==> config.mk <==
export PLATFORM = sky130hd
export DESIGN_NAME = ahbl_sram_master
export DESIGN_NICKNAME = d
export VERILOG_FILES = /design/src/rtl/ahbl_pkg.sv /design/src/rtl/ahbl_sram_master.sv
export SDC_FILE = /design/constraint.sdc
export NUM_CORES = 1
export LEC_CHECK = 0
export BUFFER_PORTS_ARGS = -buffer_cell sky130_fd_sc_hd__buf_2
export CAP_MARGIN = 40
export CORE_UTILIZATION = 25
export CTS_CLUSTER_DIAMETER = 30
export DETAILED_ROUTE_END_ITERATION = 10
export GPL_ROUTABILITY_DRIVEN = 0
export PLACE_DENSITY_LB_ADDON = 0.15
export SYNTH_ARGS = -nofsm -noshare
export SYNTH_HDL_FRONTEND = slang
export SYNTH_SLANG_ARGS = --single-unit
==> constraint.sdc <==
create_clock -name HCLK -period 4.9 [get_ports HCLK]
set_clock_uncertainty 0.15 [all_clocks]
set_input_delay 0.49 -clock HCLK [delete_from_list [all_inputs] [get_ports HCLK]]
set_output_delay 0.49 -clock HCLK [all_outputs]
set_load 0.05 [all_outputs]
==> src/rtl/ahbl_pkg.sv <==
// AHB-Lite encodings and master FSM states shared by the SRAM initiator.
// Also holds the 1 KB boundary helper used for NONSEQ restarts.
package ahbl_pkg;

    localparam logic [1:0] HTRANS_IDLE   = 2'b00;
    localparam logic [1:0] HTRANS_NONSEQ = 2'b10;
    localparam logic [1:0] HTRANS_SEQ    = 2'b11;

    localparam logic [2:0] HBURST_SINGLE = 3'b000;
    localparam logic [2:0] HBURST_INCR   = 3'b001;

    localparam logic [2:0] HSIZE_WORD    = 3'b010;

    localparam logic [1:0] HRESP_OKAY    = 2'b00;
    localparam logic [1:0] HRESP_ERROR   = 2'b01;

    typedef enum logic [2:0] {
        ST_IDLE  = 3'd0,
        ST_ADDR  = 3'd1,
        ST_BURST = 3'd2,
        ST_LAST  = 3'd3,
        ST_ERR   = 3'd4
    } state_t;

    // An address landing on a 1 KB page start must restart as NONSEQ.
    function automatic logic kb_edge(input logic [9:0] a);
        return (a == 10'd0);
    endfunction

endpackage

==> src/rtl/ahbl_sram_master.sv <==
// AHB-Lite initiator: turns one (addr, len, dir) command into a SINGLE/INCR
// word burst with wait-state, 1 KB boundary and two-cycle ERROR handling.
module ahbl_sram_master
    import ahbl_pkg::*;
#(
    parameter int AHB_AWIDTH = 32,
    parameter int AHB_DWIDTH = 32,
    parameter int LEN_W      = 8
) (
    input  logic                  HCLK,
    input  logic                  HRESETN,
    input  logic                  cmd_valid,
    output logic                  cmd_ready,
    input  logic                  cmd_write,
    input  logic [AHB_AWIDTH-1:0] cmd_addr,
    input  logic [LEN_W-1:0]      cmd_len,
    input  logic [AHB_DWIDTH-1:0] wr_data,
    output logic                  wr_pop,
    output logic [AHB_DWIDTH-1:0] rd_data,
    output logic                  rd_valid,
    output logic                  done,
    output logic                  err,
    output logic [AHB_AWIDTH-1:0] HADDR,
    output logic [1:0]            HTRANS,
    output logic                  HWRITE,
    output logic [2:0]            HSIZE,
    output logic [2:0]            HBURST,
    output logic [AHB_DWIDTH-1:0] HWDATA,
    input  logic [AHB_DWIDTH-1:0] HRDATA,
    input  logic                  HREADY,
    input  logic [1:0]            HRESP
);

    localparam logic [AHB_AWIDTH-1:0] STEP  = AHB_AWIDTH'(4);
    localparam logic [AHB_AWIDTH-1:0] ALIGN = ~AHB_AWIDTH'(3);
    localparam logic [LEN_W-1:0]      ONE   = LEN_W'(1);

    state_t state_q, state_d;

    logic [LEN_W-1:0]      rem_addr_q;
    logic [LEN_W-1:0]      rem_data_q;
    logic [AHB_AWIDTH-1:0] addr_q;
    logic                  dp_valid_q;
    logic                  write_q;
    logic [2:0]            burst_q;
    logic [2:0]            size_q;
    logic [AHB_DWIDTH-1:0] wdata_q;
    logic [AHB_DWIDTH-1:0] rdata_q;
    logic                  rvalid_q;
    logic                  done_q;
    logic                  err_q;

    logic load;
    logic addr_acc;
    logic dp_done;
    logic dp_err;
    logic fin_ok;
    logic fin_err;

    assign load     = (state_q == ST_IDLE) && cmd_valid && (cmd_len != '0);
    assign addr_acc = HREADY && ((state_q == ST_ADDR) || (state_q == ST_BURST));
    assign dp_done  = dp_valid_q && HREADY;
    // First cycle of a two-cycle ERROR: slave stalls while flagging it.
    assign dp_err   = dp_valid_q && !HREADY && (HRESP == HRESP_ERROR);

    always_ff @(posedge HCLK or negedge HRESETN) begin
        if (!HRESETN) begin
            state_q <= ST_IDLE;
            done_q  <= 1'b0;
            err_q   <= 1'b0;
        end else begin
            state_q <= state_d;
            done_q  <= fin_ok | fin_err;
            err_q   <= fin_err;
        end
    end

    always_comb begin
        state_d = state_q;
        fin_ok  = 1'b0;
        fin_err = 1'b0;
        unique case (state_q)
            ST_IDLE: begin
                if (cmd_valid) begin
                    if (cmd_len != '0) begin
                        state_d = ST_ADDR;
                    end else begin
                        fin_ok = 1'b1;
                    end
                end
            end
            ST_ADDR, ST_BURST: begin
                if (dp_err) begin
                    state_d = ST_ERR;
                end else if (addr_acc) begin
                    state_d = (rem_addr_q > ONE) ? ST_BURST : ST_LAST;
                end
            end
            ST_LAST: begin
                if (dp_err) begin
                    state_d = ST_ERR;
                end else if (dp_done && (rem_data_q == ONE)) begin
                    state_d = ST_IDLE;
                    fin_ok  = 1'b1;
                end
            end
            ST_ERR: begin
                if (HREADY) begin
                    state_d = ST_IDLE;
                    fin_err = 1'b1;
                end
            end
            default: state_d = ST_IDLE;
        endcase
    end

    always_comb begin
        cmd_ready = 1'b0;
        HTRANS    = HTRANS_IDLE;
        unique case (state_q)
            ST_IDLE:  cmd_ready = 1'b1;
            ST_ADDR:  HTRANS = HTRANS_NONSEQ;
            ST_BURST: HTRANS = kb_edge(addr_q[9:0]) ? HTRANS_NONSEQ
                                                    : HTRANS_SEQ;
            default:  HTRANS = HTRANS_IDLE;
        endcase
    end

    assign wr_pop = addr_acc && write_q;

    always_ff @(posedge HCLK or negedge HRESETN) begin
        if (!HRESETN) begin
            addr_q     <= '0;
            rem_addr_q <= '0;
            rem_data_q <= '0;
            write_q    <= 1'b0;
            burst_q    <= HBURST_SINGLE;
            size_q     <= 3'b000;
            wdata_q    <= '0;
            dp_valid_q <= 1'b0;
            rvalid_q   <= 1'b0;
            rdata_q    <= '0;
        end else begin
            rvalid_q <= 1'b0;
            if (load) begin
                addr_q     <= cmd_addr & ALIGN;
                rem_addr_q <= cmd_len;
                write_q    <= cmd_write;
                burst_q    <= (cmd_len == ONE) ? HBURST_SINGLE : HBURST_INCR;
                size_q     <= HSIZE_WORD;
            end else if (addr_acc) begin
                addr_q     <= addr_q + STEP;
                rem_addr_q <= rem_addr_q - ONE;
            end
            if (addr_acc && write_q) begin
                wdata_q <= wr_data;
            end
            if (load) begin
                rem_data_q <= cmd_len;
            end else if (dp_done) begin
                rem_data_q <= rem_data_q - ONE;
            end
            if (addr_acc) begin
                dp_valid_q <= 1'b1;
            end else if (HREADY) begin
                dp_valid_q <= 1'b0;
            end
            if (dp_done && !write_q && (HRESP == HRESP_OKAY)) begin
                rvalid_q <= 1'b1;
                rdata_q  <= HRDATA;
            end
        end
    end

    assign HADDR    = addr_q;
    assign HWRITE   = write_q;
    assign HSIZE    = size_q;
    assign HBURST   = burst_q;
    assign HWDATA   = wdata_q;
    assign rd_data  = rdata_q;
    assign rd_valid = rvalid_q;
    assign done     = done_q;
    assign err      = err_q;

endmodule

==> impl.org <==
** Run status
- The run finished, with violations left.
- Violations in the final reports :: hold timing

** Clocking
- Clock tree from TritonCTS :: built
- After clock tree synthesis, the clock-pin slew on the worst setup and hold paths is 0.06 ns.
- No sink is reached through more buffers than the 2 on the longest clock path.
- Skew-Pair Late Insertion Delay :: 0.41 ns
- Num CTS Buffers :: 17
- The clock net in this run drives a total of 120 sinks.
- After clock tree synthesis, the flow added hold-fix buffers numbering 0.
- Clock tree root driver cell :: sky130_fd_sc_hd__clkbuf_16
- Post CTS Setup Buffer Count :: 0
- Number of instances resized during post-cts repair :: 0
- The H-tree generated during clock tree synthesis spans 4 levels.

** Logic synthesis
- By area, the combinational part of the netlist is dominated by simple AND/OR/NAND/NOR gates.
- Predominant post-synthesis flop cell :: sky130_fd_sc_hd__dfrtp_1
- Post-Syn Area per Cell :: between 9 and 10 um^2
- Post-Synthesis Cell Area :: 0.00558 mm^2
- Number of standard cells after synthesis :: 560
- After synthesis, the cell types taking the most area are sky130_fd_sc_hd__dfrtp_1 54%, sky130_fd_sc_hd__nand2_1 10%, sky130_fd_sc_hd__mux2_2 6.7%, sky130_fd_sc_hd__xor2_1 2.8%, sky130_fd_sc_hd__o21ai_0 2.8%.
- Most common library cells after synthesis :: 152 x sky130_fd_sc_hd__nand2_1, 120 x sky130_fd_sc_hd__dfrtp_1, 33 x sky130_fd_sc_hd__mux2_2
- The synthesized design contains 120 register bits.
- Yosys mapped a number of flops with a built-in enable equal to 0.
- The synthesized design devotes to its leading area cell type 53.8% of total area.
- Library cell occupying the most area in the post-synthesis netlist :: sky130_fd_sc_hd__dfrtp_1
- After Yosys synthesis, full adders, half adders and majority gates account for 1.52% of the synthesized area.
- Summing the areas of all and, or, nand and nor instances in the mapped netlist gives 21.5% of the synthesized area.
- sky130_fd_sc_hd__nand2_1 is the most common cell in the netlist.
- Of the total synthesized cell area, the portion taken by XOR and XNOR cells is 4.53%.
- Sequential cells were found to cover 53.8% of the synthesized design area.
- For this run, the number of Yosys warnings is 0.
- Post-synthesis mux area share :: 6.66%
- Yosys cell types :: between 50 and 60
- In the synthesized netlist the async set-or-reset flop fraction comes to 100%.
- Summing the areas of all compound-gate instances in the mapped netlist gives 8.32% of the synthesized area.

** Route
- After detailed routing, the average wire length per cell comes to between 10 and 15 um.
- After detailed routing, the number of vias per cell comes to 4.45.
- Wire length after detailed routing :: 15.7 mm
- The detail route stage leaves a number of antenna-violating nets equal to 0.
- DRC violation total after the first TritonRoute iteration :: 196
- In the routed design, unresolved DRC markers number 0.
- Vias post-DR :: 4,750
- For this run, the detailed router's first-pass iteration total came to 4.

** Global route
- Global routing used 14.2% of the available tracks.
- Pin count of the biggest net entering global routing :: 55
- For this run, global-route usage on met3 was measured as 5.36%.
- Total overflow reported by the global router :: 0
- For this run, global-route usage on met1 was measured as a little under a fifth.
- The number of global-route vias before repair is 4,687.
- Met2 track demand over resource in global routing :: about a fifth
- Routing layer with the top usage in global route :: met2
- The first global-routing pass estimated 24.7 mm of wire.
- The initial antenna violation count came to 0.

** Critical path
- Number of cell instances on the worst register-to-register path :: 5
- Setup slack of the worst register-to-register path :: 2.22 ns
- Sequence of cells on the critical path :: xnor2_2, nor2_1, nand2_1, inv_1, buf_2
- Setup crit end kind :: primary output
- STA puts the critical path data arrival time at 2.33 ns.
- Critical path class :: reg -> out
- Cell type of the slowest stage on the worst timing path :: sky130_fd_sc_hd__dfrtp_1
- Of all nets on the critical path, the largest fanout is 14.
- The worst register-to-register path begins at state_q[0].
- Critical Path Source Type :: flip-flop
- For this run, the slowest stage of the critical path takes 0.51 ns.
- In this run the critical register-to-register path is captured at HADDR[29].
- Worst Path Required :: 4.26 ns

** Cells and area
- For this run, the post-layout net count is 891.
- In the final layout, the share of cells above drive strength 1 is 37.2%.
- The area growth from synthesis to layout is 35.6%.
- Cells fill a little over a third of the core in the end.
- 0 antenna diodes ended up in the layout.

** Power
- Across the VDD grid, the largest voltage drop is 0.334 mV.
- Power density cells :: 808 mW/mm^2
- Summed over all cells, the static leakage comes to 0.00369 uW.

** Floorplanning
- Measured along the x axis, the die boundary spans 151 um.
- Floorplan Core Area :: 0.0218 mm^2
- Initial core utilization :: 25.6%
- approximately 220 I/O pins were placed.
- The die covers ~0.023 mm^2.
- In this run the vertical extent of the chip is 151 um.
- The floorplan has 54 rows.

** Timing
- Unrepaired setup endpoints after global routing :: false
- On the final layout, the worst hold slack is -0.0174 ns.
- For the final routed database, the setup TNS stands at 0 ns.
- Slew Viols, Final :: 0
- Setup violations remaining at the end of the flow were counted as 0.
- The total count of hold-check failures in the final report was 9.
- The smallest clock period supported by the final layout is computed as 2.97 ns.
- The worst pin sits at a relative slew slack of 50.9%.
- Worst Tran Pin Value :: 0.737 ns
- Static timing analysis puts the maximum clock frequency at 337 MHz.
- Final worst-path cycle share :: 60.6%

** Place
- Post-detailed-placement half-perimeter wirelength :: 11.4 mm
- Number of input and output port buffers inserted :: about 210

** Worst hold path
- Hold WC Path Type :: in -> async

** Run
- Max-cap violations in this run came to 0.
metrics by stage:
step                instance area, um^2  worst slack, ns  instances  total power, uW
floorplan                          5600             1.97        565             4060
global placement                   6930             2.04       1034             4820
detailed placement                 6950             2.17       1035             4820
CTS                                7570             1.85       1067             6200
global route                       7570             1.72       1067             6520
finish                             7570             1.93       1067             6110
cell type report:
type	instances	area, um^2
Clock buffer	23	478
Clock inverter	9	145
Fill cell	2286	14300
Inverter	15	56.3
Multi-Input combinational cell	400	2400
Sequential cell	120	3000
Tap cell	280	350
Timing Repair Buffer	220	1130
per-layer routing:
| metal | vias to the layer above | part of all wire (%) |
|---|---|---|
| met5 | - | 0 |
| met4 | 0 | 0.96 |
| met3 | 9 | 8.7 |
| met2 | 177 | 43 |
| met1 | 2223 | 48 |
| li1 | 2341 | - |
report_power, final:
group	total, uW	switching, uW	internal [uW]
Clock	1330	447	888
Combinational	2950	2160	783
Sequential	1830	378	1450
Total	6110	2990	3120
state kept, by name, summed over array words and instances (netlist names):
signal,count
HWDATA,32
rd_data,32
HADDR,30
rem_addr_q,8
rem_data_q,8
state_q,3
HBURST,1
HSIZE,1
HWRITE,1
done,1
dp_valid_q,1
err,1
rd_valid,1
critical path: cells and delay by family, from the launching register on:
| kind | cells | cell delay, ns |
|---|---|---|
| AND/OR/NAND/NOR | 2 | 0.60 |
| flip-flops | 1 | 0.51 |
| buffers and inverters | 2 | 0.42 |
| XOR/XNOR | 1 | 0.38 |
kinds of logic (layout without fill, tap and decap cells):
logic type      count (synthesis)  count (layout)
other cells                     1               6
flops                         120             120
mux                            33              33
simple gates                  253             253
buf+inv                        45             267
compound gates                 73              73
fa+ha+maj                       7               7
xor+xnor                       28              28
worst max path at each step:
stage | from | to | slack [ns] | depth (start not counted)
floorplan | HADDR[6] | HTRANS[0] | 1.97 | 3
global placement | HREADY | rd_data[11] | 2.04 | 7
detailed placement | HREADY | wr_pop | 2.17 | 6
CTS | state_q[0] | wr_pop | 1.85 | 5
global route | state_q[0] | wr_pop | 1.72 | 5
finish | state_q[0] | wr_pop | 1.93 | 5
cells in the final DEF, fill, tap and decap left out, drive strengths merged, types with 10 or more instances in the layout:
master	netlist	layout
a21oi	14	14
buf	16	220
clkbuf	14	23
dfrtp	120	120
inv	15	15
mux2	33	33
nand2	152	152
nand3	20	20
nand4	12	12
nor2	21	21
o21ai	31	31
xnor2	10	10
xor2	18	18
(Power assumes the default switching activity.)
